$ cat src/rtl/inst_fetch.sv
// inst_fetch: instruction-fetch front end with PC, single-outstanding memory port,
// one output slot plus a one-entry skid buffer, and branch redirect with wrong-path flush.
module inst_fetch #(
    parameter logic [31:0] RESET_PC = 32'h0000_0000,
    parameter int          PC_STEP  = 4
) (
    input  logic        clk,
    input  logic        rst,
    input  logic        stall,
    input  logic        branch_flag,
    input  logic [31:0] branch_target,
    output logic        mem_req,
    output logic [31:0] mem_addr,
    input  logic        mem_ack,
    input  logic [31:0] mem_rdata,
    output logic [31:0] if_pc,
    output logic [31:0] if_inst,
    output logic        if_valid,
    output logic        stallreq
);
    typedef enum logic [1:0] {IDLE, BUSY, HOLD, DRAIN} state_t;
    localparam logic [31:0] STEP = 32'(PC_STEP);

    state_t      state_q, state_d;
    logic        arm_q, arm_d;
    logic        req_q, req_d;
    logic        valid_q, valid_d;
    logic [31:0] pc_q, pc_d;
    logic [31:0] addr_q, addr_d;
    logic [31:0] slot_pc_q, slot_pc_d;
    logic [31:0] slot_inst_q, slot_inst_d;
    logic [31:0] skid_pc_q, skid_pc_d;
    logic [31:0] skid_inst_q, skid_inst_d;

    logic        consume, ack;
    logic [31:0] tgt, pc_next;

    assign consume = valid_q & ~stall;
    assign ack     = mem_ack & req_q;
    assign tgt     = branch_target & ~32'h3;
    assign pc_next = pc_q + STEP;

    always_ff @(posedge clk or negedge rst) begin
        if (!rst) begin
            state_q     <= IDLE;
            arm_q       <= 1'b0;
            req_q       <= 1'b0;
            valid_q     <= 1'b0;
            pc_q        <= RESET_PC;
            addr_q      <= RESET_PC;
            slot_pc_q   <= '0;
            slot_inst_q <= '0;
            skid_pc_q   <= '0;
            skid_inst_q <= '0;
        end else begin
            state_q     <= state_d;
            arm_q       <= arm_d;
            req_q       <= req_d;
            valid_q     <= valid_d;
            pc_q        <= pc_d;
            addr_q      <= addr_d;
            slot_pc_q   <= slot_pc_d;
            slot_inst_q <= slot_inst_d;
            skid_pc_q   <= skid_pc_d;
            skid_inst_q <= skid_inst_d;
        end
    end

    always_comb begin
        state_d = state_q;
        case (state_q)
            IDLE:    state_d = (branch_flag || arm_q) ? BUSY : IDLE;
            BUSY:    state_d = branch_flag ? (ack ? BUSY : DRAIN)
                                           : ((ack && valid_q && !consume) ? HOLD : BUSY);
            HOLD:    state_d = (branch_flag || consume) ? BUSY : HOLD;
            DRAIN:   state_d = (!branch_flag && ack) ? BUSY : DRAIN;
            default: state_d = IDLE;
        endcase
    end

    always_comb begin
        arm_d       = 1'b1;
        req_d       = req_q;
        valid_d     = valid_q;
        pc_d        = pc_q;
        addr_d      = addr_q;
        slot_pc_d   = slot_pc_q;
        slot_inst_d = slot_inst_q;
        skid_pc_d   = skid_pc_q;
        skid_inst_d = skid_inst_q;
        if (branch_flag) begin
            pc_d        = tgt;
            valid_d     = 1'b0;
            slot_pc_d   = '0;
            slot_inst_d = '0;
            skid_pc_d   = '0;
            skid_inst_d = '0;
            req_d       = 1'b1;
            // an un-acked request must keep its address until memory answers it
            addr_d      = ((state_q == BUSY && !ack) || state_q == DRAIN) ? addr_q : tgt;
        end else begin
            case (state_q)
                IDLE: begin
                    if (arm_q) begin
                        req_d  = 1'b1;
                        addr_d = pc_q;
                    end
                end
                BUSY: begin
                    if (ack) begin
                        pc_d = pc_next;
                        if (!valid_q || consume) begin
                            slot_pc_d   = pc_q;
                            slot_inst_d = mem_rdata;
                            valid_d     = 1'b1;
                            addr_d      = pc_next;
                        end else begin
                            skid_pc_d   = pc_q;
                            skid_inst_d = mem_rdata;
                            req_d       = 1'b0;
                        end
                    end else if (consume) begin
                        valid_d = 1'b0;
                    end
                end
                HOLD: begin
                    if (consume) begin
                        slot_pc_d   = skid_pc_q;
                        slot_inst_d = skid_inst_q;
                        skid_pc_d   = '0;
                        skid_inst_d = '0;
                        req_d       = 1'b1;
                        addr_d      = pc_q;
                    end
                end
                DRAIN: begin
                    if (ack) addr_d = pc_q;
                end
                default: ;
            endcase
        end
    end

    assign mem_req  = req_q;
    assign mem_addr = addr_q;
    assign if_pc    = slot_pc_q;
    assign if_inst  = valid_q ? slot_inst_q : 32'h0;
    assign if_valid = valid_q;
    assign stallreq = rst & ~valid_q;
endmodule

$ cat config.mk
export PLATFORM = sky130hd
export DESIGN_NAME = inst_fetch
export DESIGN_NICKNAME = d
export VERILOG_FILES = /design/src/rtl/inst_fetch.sv
export SDC_FILE = /design/constraint.sdc
export NUM_CORES = 1
export LEC_CHECK = 0
export CORE_MARGIN = 10
export CORE_UTILIZATION = 45
export DETAILED_ROUTE_END_ITERATION = 6
export HOLD_SLACK_MARGIN = 0.1
export PLACE_DENSITY_LB_ADDON = 0.25
export SYNTH_ARGS = -nofsm -noshare
export SYNTH_HDL_FRONTEND = slang
export SYNTH_SLANG_ARGS = --single-unit
$ cat constraint.sdc
create_clock -name clk -period 1.75 [get_ports clk]
set_input_delay 0.2625 -clock clk [delete_from_list [all_inputs] [get_ports clk]]
set_output_delay 0.2625 -clock clk [all_outputs]
set_load 0.02 [all_outputs]
==> qor.csv <==
metric,value,unit
Tot GR Track Use,24.9,%
Die ar.,27600,um^2
maximum root-to-sink buffer count,2,
crit path launch type,flip-flop,
Crit. End Element,flip-flop,
Worst Hold Class,input pin to async pin,
pwr dens,847,nW/um^2
CP cell instances,nand4_4 -> nor4_4 -> buf_4 -> buf_12 -> nand2_8 -> o21ai_0 -> o31a_1 -> o21ai_1,
CTS Hold Bufs,0,
layout cell share with drive strength beyond 1,52.7,%
Critical-path top delay cell,dfrtp_1,
Post-Syn Instances,1040,
RSZ-0062 raised after global routing,true,
Yosys cell types,47,
largest family of logic cells by synthesized area,simple AND/OR/NAND/NOR gates,
most common cell in the netlist,nand2_1,
# setup viols final,223,
pin count of the biggest net entering global routing,193,
Num CTS Buffers,17,
Post-synth EDFFs,0,
vias in the first global route,9430,
top cell type's share of synthesized area,49.9,%
Main synth FF type,dfrtp_1,
fraction of synthesized area in multiplexers,8.79,%
status,"finished, violations left",
max cap viols,0,
DR pass1 iterations,7,
root buf cell,clkbuf_16,
Post-synth ARST share,100,%
Layout area overhead,84.2,%
total grt overflow,0,
Die Height,166,um
core area,21000,um^2
H-tree Lvls,4,
"Cell Area, Synth",9620,um^2
Post-Syn Nets,1110,
worst-margin pin slew,1.05,ns
routed via count,10526,
"area leader, netlist",dfrtp_1,
Worst-path clk slew,0.08,ns
num rows,53,
Routed Antenna Nets,0,
TritonCTS clock tree,built,
"Design Area, Final",17700,um^2
Synth Area in Compound Gates,13.3,%
count of state elements after synthesis,192,
"Hold Vio Cnt, Final",0,
initial antenna violation count,0,
largest cells by area after synthesis,"dfrtp_1 50%, nand2_1 9.4%, mux2i_1 6.5%",
Avg WL per Cell,29.4,um
DR DRC count,0,
crit share post-route,121,%
yosys warns,0,
fillcell total,867,
CP peak stage delay,0.41,ns
Critical Path RT,2.07,ns
Synth Area in Simple Gates,18.2,%
Finished Layout Cells,1634,
top cell family by delay on the critical path,compound AO/OA/AOI/OAI gates,
Leak,0.00806,uW
clk_skew,0.0143,ns
DRT Wirelength,48.1,mm
final net count,1415,
IO Port Bufs,165,
DP Area,12200,um^2
"Seq/Total Area, Yosys",49.9,%
1st-iter DRT viols,1271,
Initial Util,45.8,%
Worst EP arrival,2.45,ns
global-route wire length before repair,55.1,mm
Fmax,0.470,GHz
CP Max Fanout,7,
I/O pin cnt,168,
final worst slack,-0.376,ns
Post-Synth XOR/XNOR Area,5.01,%
Worst Path Buf+Inv,2,
placed insts,1486,
fin. max-slew vios,0,
hpwl dp,18.6,mm
CP Class,flip-flop to flip-flop,
post-route minimum period,2.13,ns
total power,15000,uW
synth cell count leaders,"242 x nand2_1, 192 x dfrtp_1, 100 x o21ai_0",
die width,166,um
Post-Synth Adder-Cell Area,0.234,%
clock sink count,192,
Vias/cell,6.44,
worst vdd ir,0.786,mV
clk_lat worst skew,0.46,ns
syn_area_per_cell,9.25,um^2
failing checks,negative setup slack,
Hold Slack,0.0602,ns
Rel. slew slack,29.9,%
Routability Congestion,0.904,
## power breakdown
group | total, uW | internal, uW | switching, uW
clock | 3900 | 1910 | 2000
combinational | 5510 | 2620 | 2880
sequential | 5600 | 4990 | 606
## layout make-up
cell class	count	area, um^2	area share (%)
Clock inverter	14	120	0.678
Tap cell	275	344	1.94
Clock buffer	18	439	2.48
Inverter	4	15.0	0.0847
Sequential cell	192	4810	27.1
Multi-Input combinational cell	750	7040	39.7
Antenna cell	1	2.50	0.0141
Timing Repair Buffer	380	4950	27.9
## timing repair
action / CTS / global route
cloned: 40 / 18
setup endpoints to repair: 217 / 245
pin swaps: 52 / 192
buffers inserted: 48 / 24
gates resized for setup: 429 / 606
## per-stage QoR
stage          setup WS, ns  setup TNS (ns)  util (%)
4_1_cts              -0.171          -15.43      71.8
3_5_place_dp         -0.311          -35.22      58.1
2_1_floorplan       -0.0181         -0.0675         -
5_1_grt              -0.452          -36.86      84.3
6_report             -0.376          -26.04      84.3
3_3_place_gp         -0.284          -32.97      58.1
## kinds of logic (layout without fill, tap and decap cells)
family,after synthesis,in the layout
XOR/XNOR,55,55
multiplexers,82,82
other,1,2
AND/OR/NAND/NOR,400,400
AO/OA/AOI/OAI,210,210
adder cells (fa/ha/maj),2,2
flip-flops,192,192
buffers and inverters,98,416
## per-layer routing
| layer | track usage, % | routed length (um) |
|---|---|---|
| met5 | 0 | 0 |
| met1 | 31.6 | 17400 |
| met2 | 40.7 | 23100 |
| met4 | 8.02 | 3050 |
| met3 | 6.27 | 4480 |
## final timing paths
kind,start,end,slack [ns],cells past startpoint
max,pc_q[10],mem_addr[29],-0.38,8
min,rst,skid_inst_q[31],0.06,2
max in group asynchronous,rst,slot_inst_q[13],0.93,2
max reg2reg,pc_q[10],mem_addr[29],-0.38,8
min in group clk,branch_flag,pc_q[31],0.43,4
min reg2reg,mem_addr[2],mem_addr[2],0.50,2
## sequential cells by signal (all words and copies together) (netlist names)
signal	count
state_q	2
slot_inst_q	32
if_valid	1
mem_req	1
skid_inst_q	32
arm_q	1
mem_addr	31
skid_pc_q	31
pc_q	30
if_pc	31
## layout by cell type, fill, tap and decap left out, types with 5 or more instances in the layout
master and count:
a211oi_2 5, a21oi_1 15, and2_1 5, and2_4 30
buf_12 33, buf_16 33, buf_4 85, buf_6 69
buf_8 12, clkbuf_16 33, clkdlybuf4s50_1 99, clkinv_4 5
dfrtp_1 190, dlymetal6s2s_1 29, inv_6 6, mux2_2 10
mux2_4 10, mux2i_1 25, mux2i_2 20, mux2i_4 17
nand2_1 87, nand2_2 57, nand2_4 97, nand3_1 13
nand3_4 5, nand4_1 12, nor2_1 37, nor2_2 7
nor2_4 19, nor3_4 5, o21ai_0 16, o21ai_1 36
o21ai_2 50, o31ai_2 22, o31ai_4 42, xnor2_1 29
xor2_1 22
No activity file was read; power rests on OpenSTA's default activity.
